### config.mk
export PLATFORM = sky130hd
export DESIGN_NAME = npu_input_convert_fifo
export DESIGN_NICKNAME = d
export VERILOG_FILES = /design/src/rtl/npu_io_pkg.sv /design/src/rtl/npu_sync_fifo.sv /design/src/rtl/npu_input_convert_fifo.sv
export SDC_FILE = /design/constraint.sdc
export NUM_CORES = 1
export LEC_CHECK = 0
export BUFFER_PORTS_ARGS = -buffer_cell sky130_fd_sc_hd__buf_2
export CORE_MARGIN = 8
export CORE_UTILIZATION = 54
export CTS_BUF_LIST = sky130_fd_sc_hd__clkbuf_8
export DETAILED_ROUTE_END_ITERATION = 12
export PLACE_DENSITY_LB_ADDON = 0.05
export SYNTH_ARGS = -nofsm -noshare
export SYNTH_HDL_FRONTEND = slang
export SYNTH_SLANG_ARGS = --single-unit
### constraint.sdc
create_clock -name CLK -period 10.1 [get_ports CLK]
set_clock_uncertainty 0.15 [all_clocks]
set_input_delay 1.515 -clock CLK [delete_from_list [all_inputs] [get_ports CLK]]
set_output_delay 1.515 -clock CLK [all_outputs]
set_load 0.01 [all_outputs]
### src/rtl/npu_io_pkg.sv
// Shared types and constants for the NPU input stage: mode encodings,
// IEEE-754 single field layout, saturation bounds and the stage-1 decode record.
package npu_io_pkg;

  localparam logic MODE_INT   = 1'b0;
  localparam logic MODE_FLOAT = 1'b1;

  localparam int FP_BIAS  = 127;
  localparam int FP_EXP_W = 8;
  localparam int FP_MAN_W = 23;

  // Stage-1 shift field; larger shifts are clamped, which already flushes any operand.
  localparam int SH_W   = 6;
  localparam int SH_MAX = 2**SH_W - 1;

  function automatic logic signed [63:0] sat_bound(input int w, input logic neg);
    sat_bound = neg ? -(64'sd1 <<< (w - 1)) : (64'sd1 <<< (w - 1)) - 64'sd1;
  endfunction

  typedef struct packed {
    logic            valid;
    logic            mode;
    logic            sign;
    logic            left;
    logic [SH_W-1:0] shift;
    logic            ovf;
    logic            nan;
  } s1_t;

endpackage

### src/rtl/npu_sync_fifo.sv
// Synchronous first-word-fall-through FIFO with level/full/empty.
// Pops on empty are dropped; a push at level 0 is not bypassed to the head.
module npu_sync_fifo #(
  parameter int W     = 16,
  parameter int DEPTH = 16
) (
  input  logic                     CLK,
  input  logic                     rst_n,
  input  logic                     push,
  input  logic [W-1:0]             wdata,
  input  logic                     pop,
  output logic [W-1:0]             rdata,
  output logic [$clog2(DEPTH):0]   level,
  output logic                     full,
  output logic                     empty
);
  localparam int AW = $clog2(DEPTH);

  logic [W-1:0]  mem [DEPTH];
  logic [AW-1:0] wr_ptr, rd_ptr;
  logic          do_push, do_pop;

  assign empty   = (level == '0);
  assign full    = (level == (AW+1)'(DEPTH));
  assign do_pop  = pop && !empty;
  assign do_push = push && (!full || do_pop);
  assign rdata   = empty ? '0 : mem[rd_ptr];

  always_ff @(posedge CLK or negedge rst_n) begin
    if (!rst_n) begin
      wr_ptr <= '0;
      rd_ptr <= '0;
      level  <= '0;
    end else begin
      if (do_push) wr_ptr <= wr_ptr + 1'b1;
      if (do_pop)  rd_ptr <= rd_ptr + 1'b1;
      level <= level + (AW+1)'(do_push) - (AW+1)'(do_pop);
    end
  end

  always_ff @(posedge CLK) begin
    if (do_push) mem[wr_ptr] <= wdata;
  end

endmodule

### src/rtl/npu_input_convert_fifo.sv
// NPU input stage: int/float32 -> saturated fixed point, 2-stage pipeline into a
// credit-guarded FWFT FIFO. Define NPU_IN_SAT_COUNT_EN to add the sat_count output.
module npu_input_convert_fifo
  import npu_io_pkg::*;
#(
  parameter int IN_W      = 33,
  parameter int FIX_W     = 16,
  parameter int FRAC_BITS = 7,
  parameter int DEPTH     = 16,
  parameter int SHIFT_W   = 6
) (
  input  logic                   CLK,
  input  logic                   npu_rst_n,
  input  logic                   in_valid,
  output logic                   in_ready,
  input  logic [IN_W-1:0]        in_data,
  input  logic                   conf_en,
  input  logic [FIX_W-1:0]       conf_data,
  output logic                   out_valid,
  input  logic                   out_ready,
  output logic [FIX_W-1:0]       out_data,
  output logic [$clog2(DEPTH):0] fifo_level,
  output logic                   full,
  output logic                   empty,
`ifdef NPU_IN_SAT_COUNT_EN
  output logic [15:0]            sat_count,
`endif
  output logic                   sat_flag
);
  localparam int LW = $clog2(DEPTH) + 1;
  localparam int WW = IN_W + FRAC_BITS + 1;
  localparam int KW = SHIFT_W + 10;
  localparam int FP_K_OFS = FP_BIAS + FP_MAN_W - FRAC_BITS;
  localparam logic signed [WW-1:0] FIX_MAX = WW'(sat_bound(FIX_W, 1'b0));
  localparam logic signed [WW-1:0] FIX_MIN = WW'(sat_bound(FIX_W, 1'b1));

  logic                 conf_mode;
  logic [SHIFT_W-1:0]   conf_s;
  logic                 acc;
  logic [LW:0]          credits_used;
  s1_t                  s1_d, s1_q;
  logic [IN_W-1:0]      val_d, val_q;
  logic [KW-1:0]        s_ext, int_sh, fp_j;
  logic signed [KW-1:0] fp_k;
  logic                 int_left;
  logic signed [WW-1:0] val_x, wide;
  logic                 hi, lo, sat_d;
  logic [FIX_W-1:0]     res_d, s2_data;
  logic                 s2_vld, s2_sat;
  logic                 unused_conf;

  function automatic logic [SH_W-1:0] sh_clamp(input logic [KW-1:0] x);
    return (x > KW'(SH_MAX)) ? SH_W'(SH_MAX) : x[SH_W-1:0];
  endfunction

  // Credits come only from registered state, so in_ready never sees out_ready.
  assign credits_used = (LW+1)'(fifo_level) + (LW+1)'(s1_q.valid) + (LW+1)'(s2_vld);
  assign in_ready     = credits_used < (LW+1)'(DEPTH);
  assign acc          = in_valid && in_ready;
  assign unused_conf  = ^conf_data[FIX_W-2:SHIFT_W];

  always_ff @(posedge CLK or negedge npu_rst_n) begin
    if (!npu_rst_n) begin
      conf_mode <= MODE_INT;
      conf_s    <= '0;
    end else if (conf_en) begin
      conf_mode <= conf_data[FIX_W-1];
      conf_s    <= conf_data[SHIFT_W-1:0];
    end
  end

  // Decode. Float magnitude is M * 2^k, k = e + S - (bias + mant_w - frac).
  assign s_ext    = KW'(conf_s);
  assign int_left = s_ext <= KW'(FRAC_BITS);
  assign int_sh   = int_left ? KW'(FRAC_BITS) - s_ext : s_ext - KW'(FRAC_BITS);
  assign fp_k     = $signed(KW'(in_data[30:23])) + $signed(s_ext) - $signed(KW'(FP_K_OFS));
  assign fp_j     = -fp_k;

  always_comb begin
    s1_d       = '0;
    val_d      = '0;
    s1_d.valid = acc;
    s1_d.mode  = conf_mode;
    if (conf_mode == MODE_INT) begin
      s1_d.sign  = in_data[IN_W-1];
      s1_d.left  = int_left;
      s1_d.shift = sh_clamp(int_sh);
      val_d      = in_data;
    end else begin
      s1_d.sign = in_data[31];
      if (&in_data[30:23]) begin
        s1_d.nan = |in_data[22:0];
        s1_d.ovf = ~|in_data[22:0];
      end else if (|in_data[30:23]) begin
        // Any right shift short of this leaves at least 2^FIX_W: certain overflow.
        s1_d.ovf   = fp_k >= $signed(KW'(FIX_W - FP_MAN_W));
        s1_d.shift = sh_clamp(fp_j);
        val_d      = IN_W'({1'b1, in_data[22:0]});
      end
    end
  end

  always_ff @(posedge CLK or negedge npu_rst_n) begin
    if (!npu_rst_n) begin
      s1_q  <= '0;
      val_q <= '0;
    end else begin
      s1_q  <= s1_d;
      val_q <= val_d;
    end
  end

  // Int: arithmetic shift (floor on right). Float: shift magnitude then sign -> trunc to zero.
  assign val_x = (s1_q.mode == MODE_INT) ? {{(WW-IN_W){val_q[IN_W-1]}}, val_q}
                                         : {{(WW-IN_W){1'b0}}, val_q};

  always_comb begin
    wide = '0;
    if (s1_q.mode == MODE_INT) begin
      wide = s1_q.left ? (val_x <<< s1_q.shift) : (val_x >>> s1_q.shift);
    end else begin
      wide = val_x >> s1_q.shift;
      if (s1_q.sign) wide = -wide;
    end
  end

  always_comb begin
    hi    = s1_q.ovf ? !s1_q.sign : (wide > FIX_MAX);
    lo    = s1_q.ovf ?  s1_q.sign : (wide < FIX_MIN);
    sat_d = hi | lo | s1_q.nan;
    res_d = wide[FIX_W-1:0];
    if (s1_q.nan)  res_d = '0;
    else if (hi)   res_d = FIX_MAX[FIX_W-1:0];
    else if (lo)   res_d = FIX_MIN[FIX_W-1:0];
  end

  always_ff @(posedge CLK or negedge npu_rst_n) begin
    if (!npu_rst_n) begin
      s2_vld  <= 1'b0;
      s2_sat  <= 1'b0;
      s2_data <= '0;
    end else begin
      s2_vld  <= s1_q.valid;
      s2_sat  <= s1_q.valid && sat_d;
      s2_data <= res_d;
    end
  end

  always_ff @(posedge CLK or negedge npu_rst_n) begin
    if (!npu_rst_n)            sat_flag <= 1'b0;
    else if (conf_en)          sat_flag <= 1'b0;
    else if (s2_vld && s2_sat) sat_flag <= 1'b1;
  end

`ifdef NPU_IN_SAT_COUNT_EN
  always_ff @(posedge CLK or negedge npu_rst_n) begin
    if (!npu_rst_n)                                        sat_count <= '0;
    else if (conf_en)                                      sat_count <= '0;
    else if (s2_vld && s2_sat && sat_count != 16'hFFFF)    sat_count <= sat_count + 16'd1;
  end
`endif

  npu_sync_fifo #(.W(FIX_W), .DEPTH(DEPTH)) u_fifo (
    .CLK   (CLK),
    .rst_n (npu_rst_n),
    .push  (s2_vld),
    .wdata (s2_data),
    .pop   (out_ready),
    .rdata (out_data),
    .level (fifo_level),
    .full  (full),
    .empty (empty)
  );

  assign out_valid = !empty;

  a_no_write_when_full: assert property (@(posedge CLK) disable iff (!npu_rst_n) !(s2_vld && full));

endmodule

Word-level counts from Yosys, hierarchy flattened

Memories as Yosys holds them, arrays and structs flattened.
Cells that the tools add are included.

Flip-flop bits (word level): 84
Memory bits (writable): 256
Output and inout port bits: 26
Word-level logic and storage cells: 86
Memories: 1

$add $sub $neg: 12
Magnitude comparators: 7
Equality and inequality tests: 1
Shift-type cells: 3
Muxes and demuxes: 28
Bitwise gates (word level): 2
Reduce and logical (&&, ||, !) cells: 15

Memory list:

| memory     | words | bits a word | rd ports | clocked after Yosys merged registers in | wr ports | RTL line            | source |
|---|---|---|---|---|---|---|---|
| u_fifo.mem | 16    | 16          | 1        | 0                                       | 1        | npu_sync_fifo.sv:19 | `logic [W-1:0] mem [DEPTH];` |

Operators with widths:

| cell                 | count |
|---|---|
| $mux 41              | 4 |
| $mux 16              | 5 |
| $mux 24              | 2 |
| $gt 41x16->1 const B | 1 |
| $lt 41x16->1 const B | 1 |
| $neg 41->41          | 1 |
| $shr 41x6->41        | 1 |
| $sshl 41x6->41       | 1 |
| $sshr 41x6->41       | 1 |
| $mux 33              | 1 |
| $gt 16x6->1 const B  | 2 |
| $mux 6               | 4 |
| $reduce_or 23->1     | 1 |
| $neg 10->16          | 1 |
| $ge 10x4->1 const B  | 1 |
| $mux 1               | 10 |
| $sub 9x8->10 const B | 1 |
| $add 8x6->9          | 1 |
| $add 4x1->4 const B  | 2 |
| $reduce_and 8->1     | 1 |
| $reduce_or 8->1      | 1 |
| $mux 7               | 1 |
| $sub 3x6->7 const A  | 1 |
| $sub 6x3->7 const B  | 1 |
| 14 further kinds     | 22 |

Logic depth before layout (Yosys ltp)

Gate-level depths: netlist of the first run.

Depth after elaboration: 10
Depth in mapped cells: 23
Mapped depth without buffers: 17

Cells and area by module

Synthesis of the first run repeated with hierarchy kept, for this count alone.

Cell total of the unflattened synthesis: 1783
Area, all modules: 20813.7 sq um

By module, submodules not included:

| module                 | instances | cells each | area each (sq um) | seq. area each (sq um) |
|---|---|---|---|---|
| npu_sync_fifo          | 1         | 500        | 10603.9           | 8012.7 |
| npu_input_convert_fifo | 1         | 1283       | 10209.8           | 1776.7 |

Least setup slack after synthesis of the first run

Ideal clock, no wire load.

Kind: register to register
Start point: register s1_q[2] in the netlist's numbering
End point: register s2_data[10]
Library setup time: 0.149 ns
Data arrival time: 5.403 ns
Required time: 9.801 ns
Setup slack: 4.398 ns
Cell stages (with the launch flop): 22
Path buffers: 7
Period minus slack after synthesis: 5.702 ns
Cell sequence: dfrtp_1 > buf_6 > buf_8 > buf_12 > buf_8 > mux2_1 > mux4_2 > o2111a_1 > a2111oi_2 > ha_1 > nand2_1 > or4b_1 > clkbuf_1 > or4b_1 > clkbuf_1 > or4_1 > o311ai_1 > and4b_1 > nand4_1 > o31ai_4 > buf_6 > a211oi_2

Longest elaborated chain between the ends: 9
Elaborated cells on any way between the ends: 14
Those cells by class: add/sub (1); order compare (2); shift (3); mux (8)

Ends and longest elaborated chain:

| what                     | RTL line                      | source |
|---|---|---|
| start: declaration       | npu_input_convert_fifo.sv:41  | `s1_t s1_d, s1_q;` |
| start signal: assignment | npu_input_convert_fifo.sv:105 | `s1_q <= '0;` |
| start signal: assignment | npu_input_convert_fifo.sv:108 | `s1_q <= s1_d;` |
| $shr 41x6->41            | npu_input_convert_fifo.sv:122 | `wide = val_x >> s1_q.shift;` |
| $neg 41->41              | npu_input_convert_fifo.sv:123 | `if (s1_q.sign) wide = -wide;` |
| $mux 41                  | npu_input_convert_fifo.sv:123 |  |
| $mux 41 *                | npu_input_convert_fifo.sv:119 | `if (s1_q.mode == MODE_INT) begin` |
| $lt 41x16->1             | npu_input_convert_fifo.sv:129 | `lo = s1_q.ovf ? s1_q.sign : (wide < FIX_MIN);` |
| $mux 1                   | npu_input_convert_fifo.sv:129 |  |
| $mux 16                  | npu_input_convert_fifo.sv:134 | `else if (lo) res_d = FIX_MIN[FIX_W-1:0];` |
| $mux 16 *                | npu_input_convert_fifo.sv:133 | `else if (hi) res_d = FIX_MAX[FIX_W-1:0];` |
| $mux 16 *                | npu_input_convert_fifo.sv:132 | `if (s1_q.nan) res_d = '0;` |
| via res_d[10]            | npu_input_convert_fifo.sv:48  | `logic [FIX_W-1:0] res_d, s2_data;` |
| end signal: assignment   | npu_input_convert_fifo.sv:145 | `s2_data <= res_d;` |
| end: declaration         | npu_input_convert_fifo.sv:48  |  |

Mark *: on every way through the listed nets, which the timed path passes. The rest lies on a longest branch.
A chain may end at the register's enable or synchronous reset.

Final worst setup path of the first run

Start point: register s1_q[2] in the netlist's numbering
End point: register s2_data[9]

Same word-level chain as after synthesis.

==> results.toml, run 1 <==
[outcome]
outcome = "finished, final reports clean"

[critical_path]
startpoint_type = "flip-flop"
timing.rr.start = "s1_q[2]$_DFF_PN0_"
crit_fanout = 47
r2r_cells = 15
rrSetupSlack_ns = 2.74
crit_arrival_ns = 7.67
rr_endpoint = "s2_data[9]$_DFF_PN0_"
worst_setup_path_end_kind = "flip-flop"
crit_type = "reg2reg"
crit_required_ns = 10.42

[global_routing]
grt_use_total_pct = 30.51
grt_max_degree = 68
overflow = 0
antenna_found_initial = 1
grt_pass1_vias = 15480
grt_pass1_wl_um = 101700

[floorplan]
num_io_pins = 80
die_y_um = 212.2
die_x_um = 212.2
dieArea_um2 = 45040
initial_core_util_pct = 54.30
num_rows = 72
core_um2 = 38290

[timing]
setup_viol_count_final = 0
fin_hold_ws_ns = 0.2620
tightest_slew_ns = 1.191
tns_ns = 0
rsz0062_at_grt = "false"
fin_crit_sh_pct = 72.83
layout_setup_ws_ns = 2.744
slew_viol_final = 0
fmax_mhz = 135.9
hold_viol = 0
max_slew_margin_pct = 20.59
fin_crit_ns = 7.356

[finish]
drive_gt1_share_pct = 22.75
fillers = 3077
seq_area_um2 = 9802
area_delta_synth_final_pct = 9.046
multi_input_area_um2 = 10260
final_nets = 1877
finalInstanceArea_um2 = 22670

[synthesis]
ys_types = 101
synth_area_um2 = 20790
yosys_warnings = 0
ys_seq_elements = 340
ys_async_sr_fraction_pct = 24.71
syn-instance-count = 1740
avgSynthCellArea_um2 = 11.95
synth-edff-count = 256
synth_top_flop_cell = "edfxtp_1"
yosysSeqAreaShare_pct = 47.09
syn_nets = 1832

[route]
vias_per_cell = 6.766
dr_total_vias = 15850
drt-initial-drc-count = 1804
wl_per_cell_um = 29.31
first_pass_iters = 6
finalWirelength_um = 68670
ant_nets = 0
drc_errors = 0

[clocking]
hold_buffers = 0
cts_tree = "done"
post_cts_resized = 0
cts_buffers = 54
cts_root_buffer = "clkbuf_8"
cts.sinks = 340
clk_pin_slew_ns = 0.06
clk_path_buf_depth = 3
post_cts_buffers = 0
h-tree-depth = 2
insertion_delay_ns = 0.66

[run]
cap_violations = 0

[pwr]
combPwrFrac_pct = 40.8
switching_share_pct = 38.38
max-vdd-ir-drop_uv = 164.1
p_int_uw = 3298
power.leakage_uw = 0.008295
fin_total_pwr_uw = 5352
seqPwrFrac_pct = 37.8
p_sw_uw = 2054
clkPwrFrac_pct = 21.4
powerDensity_nw_per_um2 = 236.1

[placed_design]
port_buffers = 70
dp_hpwl_um = 48140
gp_congestion = 1.007
post-place-ws_ns = 2.824
placed_area_um2 = 21620

[hold_path]
hold_start = "s1_q[11]$_DFF_PN0_"
min_path_cells = 0
holdPathEnd = "s2_vld$_DFF_PN0_"
hold_class = "reg2reg"
through the flow:
step / instances / util [%]
finish: 2343 / 59.21
global route: 2342 / 59.21
CTS: 2342 / 59.21
detailed placement: 2247 / 56.47
global placement: 2247 / 56.47
floorplan: 1740 / -
cells in the final DEF (no fill, tap or decap), drive strengths merged, types with 15 or more instances in the layout:
| master | netlist | routed |
|---|---|---|
| nand2 | 128 | 128 |
| nor3 | 47 | 47 |
| ha | 36 | 36 |
| mux2i | 55 | 55 |
| and2 | 50 | 50 |
| o31ai | 21 | 21 |
| xnor2 | 23 | 23 |
| o22ai | 23 | 23 |
| a211oi | 29 | 29 |
| dfrtp | 84 | 84 |
| edfxtp | 256 | 256 |
| nor2b | 19 | 19 |
| xor2 | 19 | 19 |
| nor2 | 115 | 115 |
| nand3 | 27 | 27 |
| mux4 | 123 | 123 |
| clkinv | 1 | 15 |
| o21ai | 89 | 89 |
| a31oi | 18 | 18 |
| nand2b | 23 | 23 |
| mux2 | 42 | 42 |
| a21oi | 82 | 82 |
| buf | 40 | 121 |
| inv | 45 | 66 |
| clkbuf | 92 | 57 |
layer usage:
layer / GRT usage, % / vias to the layer above / wire, µm
met5: 0 / - / 9
met4: 13.76 / 2 / 3268
met3: 5.071 / 174 / 5768
met2: 49.86 / 876 / 32690
met1: 39.86 / 7873 / 26940
li1: - / 6927 / -
synth_stat cells, drive strengths merged, types with 9 or more instances:
library cell / number / area [µm²]
buf: 40 / 271.5
a21oi: 82 / 414.2
and3: 9 / 56.30
inv: 45 / 168.9
a211oi: 29 / 267.8
o41ai: 9 / 101.4
nand2b: 23 / 143.9
and2: 50 / 312.8
a221o: 9 / 90.09
xor2: 19 / 166.4
nor4: 14 / 106.4
a21o: 10 / 75.07
nand3: 27 / 135.1
edfxtp: 256 / 7687
mux2: 42 / 480.5
a31oi: 18 / 118.9
ha: 36 / 450.4
nor2: 115 / 434.2
a22o: 9 / 78.83
o31ai: 21 / 171.4
nor3: 47 / 235.2
o21ai: 89 / 445.4
nor2b: 19 / 118.9
or3: 10 / 62.56
a22oi: 12 / 90.09
dfrtp: 84 / 2102
mux2i: 55 / 563.0
a221oi: 12 / 105.1
mux4: 123 / 2770
o22ai: 23 / 143.9
nand2: 128 / 480.5
nand4: 14 / 87.58
clkbuf: 92 / 345.3
xnor2: 23 / 201.4
or4: 10 / 78.82
power by group through the flow:
stage / Sequential [µW] / Clock [µW] / Combinational, µW
after global routing: 2050 / 1230 / 2320
after floorplan: 1890 / 0 / 1610
final: 2030 / 1140 / 2180
after global placement: 2030 / 0 / 2140
after detailed placement: 2050 / 0 / 2150
after CTS: 2020 / 1170 / 2160
how the worst max path moves through the flow:
stage | end | start | cells after the start
floorplan | s2_data[10]$_DFF_PN0_ | s1_q[2]$_DFF_PN0_ | 21
global placement | s2_data[9]$_DFF_PN0_ | s1_q[2]$_DFF_PN0_ | 15
detailed placement | s2_data[9]$_DFF_PN0_ | s1_q[2]$_DFF_PN0_ | 15
CTS | s2_data[9]$_DFF_PN0_ | s1_q[2]$_DFF_PN0_ | 15
global route | s2_data[9]$_DFF_PN0_ | s1_q[2]$_DFF_PN0_ | 15
finish | s2_data[9]$_DFF_PN0_ | s1_q[2]$_DFF_PN0_ | 15
state kept, by name (all words and copies together) (netlist names):
signal,count
s2_vld,1
s2_data,16
u_fifo.mem,256
u_fifo.rd_ptr,4
u_fifo.level,5
u_fifo.wr_ptr,4
s1_q,12
conf_mode,1
val_q,33
sat_flag,1
conf_s,6
s2_sat,1
logic make-up after synthesis:
logic type                 Yosys count  synth area share [%]
adders and majority gates           40                 2.455
AOI/OAI and AO/OA                  416                 14.16
DFF                                340                 47.09
buffers and inverters              178                 3.798
xor gates and xnor gates            42                 1.769
and+or+nand+nor                    504                 12.39
muxes                              220                 18.34
worst max-delay path: stages, from the launching register on:
cell,delay [ns]
dfrtp_4,0.89
buf_4,0.52
mux2i_1,0.43
o22ai_1,0.25
or2_2,0.44
a2111oi_2,0.47
ha_1,0.28
nand2_1,0.06
or4b_1,0.72
or4b_1,0.76
or4_1,0.59
o311ai_1,0.12
and4b_1,0.27
nand4_1,0.17
o31ai_4,0.77
a311oi_1,0.21
cell type report:
cell class                 count  share of cell area (%)
sequential                   340                   43.24
tap                          518                   2.859
clock inverter                38                   1.153
clock buffer                  57                   3.460
antenna                        1                 0.01104
multi-input combinational   1222                   45.27
inverter                      46                  0.7616
timing repair buffer         121                   3.245
(Power assumes the default switching activity.)
==> run 2: changes to the inputs <==
Clock period 10.1 ns to 6.6 ns, I/O delays scaled along.
==> results.toml, run 2 (same netlist as run 1, synthesis figures left out) <==
[pwr]
power.leakage_uw = 0.008536
max-vdd-ir-drop_uv = 184.0
powerDensity_nw_per_um2 = 361.7

[finish]
final_cells = 2394
area_delta_synth_final_pct = 11.10
num_antenna_cells = 0
top_regs = "u_fifo.mem x256, val_q x33, s2_data x16"
layout_common_cells = "edfxtp_1 (256), nand2_1 (128), mux4_2 (123)"
largest_register_ffs = 256
layout_commonest_cell = "edfxtp_1"
finalInstanceArea_um2 = 23100
regMostFlops = "u_fifo.mem"
final_nets = 1923
drive_gt1_share_pct = 24.84

[clocking]
cts_root_buffer = "clkbuf_8"
post_cts_resized = 0
cts.sinks = 340
cts_tree = "done"
post_cts_buffers = 0
hold_buffers = 0
clk_pin_slew_ns = 0.06
clk_path_buf_depth = 3
cts_buffers = 54
h-tree-depth = 2
insertion_delay_ns = 0.64

[placed_design]
post-place-cells = 2293
gp_congestion = 1.066
placed_area_um2 = 22000
port_buffers = 70
dp_hpwl_um = 50620

[floorplan]
num_io_pins = 80
initial_core_util_pct = 54.30
core_um2 = 38290
dieArea_um2 = 45040
die_x_um = 212.2
num_rows = 72
die_y_um = 212.2

[route]
drt-initial-drc-count = 1869
dr_total_vias = 16290
finalWirelength_um = 70490
wl_per_cell_um = 29.44
ant_nets = 0
drc_errors = 0
first_pass_iters = 7
vias_per_cell = 6.805

[timing]
tns_ns = 0
fmax_mhz = 159.6
tightest_slew_ns = 1.393
setup_viol_count_final = 0
slew_viol_final = 0
fin_crit_sh_pct = 94.92
rsz0062_at_grt = "false"
fin_crit_ns = 6.265
hold_viol = 0
max_slew_margin_pct = 5.900

[run]
cap_violations = 0

[critical_path]
crit_fanout = 28
crit_type = "reg2reg"
crit_arrival_ns = 6.63
worst_setup_path_end_kind = "flip-flop"
crit_required_ns = 6.97
startpoint_type = "flip-flop"

[global_routing]
grt_use_total_pct = 31.50
antenna_found_initial = 0
grt_max_degree = 51
grt_pass1_vias = 16130
overflow = 0
grt_pass1_wl_um = 105100

[outcome]
outcome = "finished, final reports clean"

[hold_path]
hold_class = "in2async"
run 2: cell count changes in the layout (fill, tap and decap cells not counted), sizes merged:
cell / change
clkbuf: -2
bufinv: +2
clkinvlp: +2
inv: -4
diode: -1
buf: +46
clkinv: +8
run 2: layout make-up:
cell class	count	area (µm²)
fillers	3121	15190
multi-input cells	1222	10270
flip-flops and latches	340	9802
repair buffers	167	1106
clock buffers	55	757.0
well taps	518	648.1
clock inverters	46	344.1
inverters	46	172.7
run 2: final timing paths:
kind                                    startpoint  depth (start not counted)  slack, ns                           end
worst max-delay path             s1_q[2]$_DFF_PN0_                         16       0.34          s2_data[2]$_DFF_PN0_
worst min-delay path                     npu_rst_n                          1       0.17           val_q[12]$_DFF_PN0_
min in group CLK                s1_q[11]$_DFF_PN0_                          0       0.26              s2_vld$_DFF_PN0_
worst min register to register  s1_q[11]$_DFF_PN0_                          0       0.26              s2_vld$_DFF_PN0_
worst max register to register   s1_q[2]$_DFF_PN0_                         16       0.34          s2_data[2]$_DFF_PN0_
max in group asynchronous                npu_rst_n                          2       5.02  u_fifo.rd_ptr[0]$_DFFE_PN0P_
run 2: through the flow:
stage	setup WS [ns]	util [%]	hold slack (ns)	power, µW
global route	0.04004	60.33	0.1714	8761
finish	0.3352	60.33	0.1716	8355
floorplan	0.8984	-	0.2241	5353
global placement	0.4818	57.45	0.2351	6465
detailed placement	0.3584	57.45	0.2502	6530
CTS	0.3537	60.33	0.1281	8372
run 2: metal layers:
layer	up-vias	wire, µm	GRT usage (%)
met4	0	4178	16.78
met1	8145	26940	40.79
met3	198	6333	5.970
met2	936	33040	50.13
met5	-	0	0
li1	7013	-	-
run 2: worst max-delay path, cell delays in order, from the launching register on:
cell       delay [ns]
dfrtp_4          0.71
buf_4            0.48
mux4_2           0.55
nand2b_1         0.15
o2111a_1         0.20
a2111oi_2        0.43
ha_1             0.27
nand2_1          0.05
or4b_1           0.57
or4b_1           0.69
nor3_1           0.25
o311ai_1         0.12
or4b_1           0.51
nor4_2           0.39
a31oi_2          0.18
buf_4            0.24
a211oi_1         0.21
run 2: power by group:
| part | switching (µW) | internal (µW) | total (µW) |
|---|---|---|---|
| Combinational | 1860 | 1500 | 3370 |
| Clock | 826 | 981 | 1810 |
| Sequential | 491 | 2690 | 3180 |
| Total | 3180 | 5180 | 8360 |
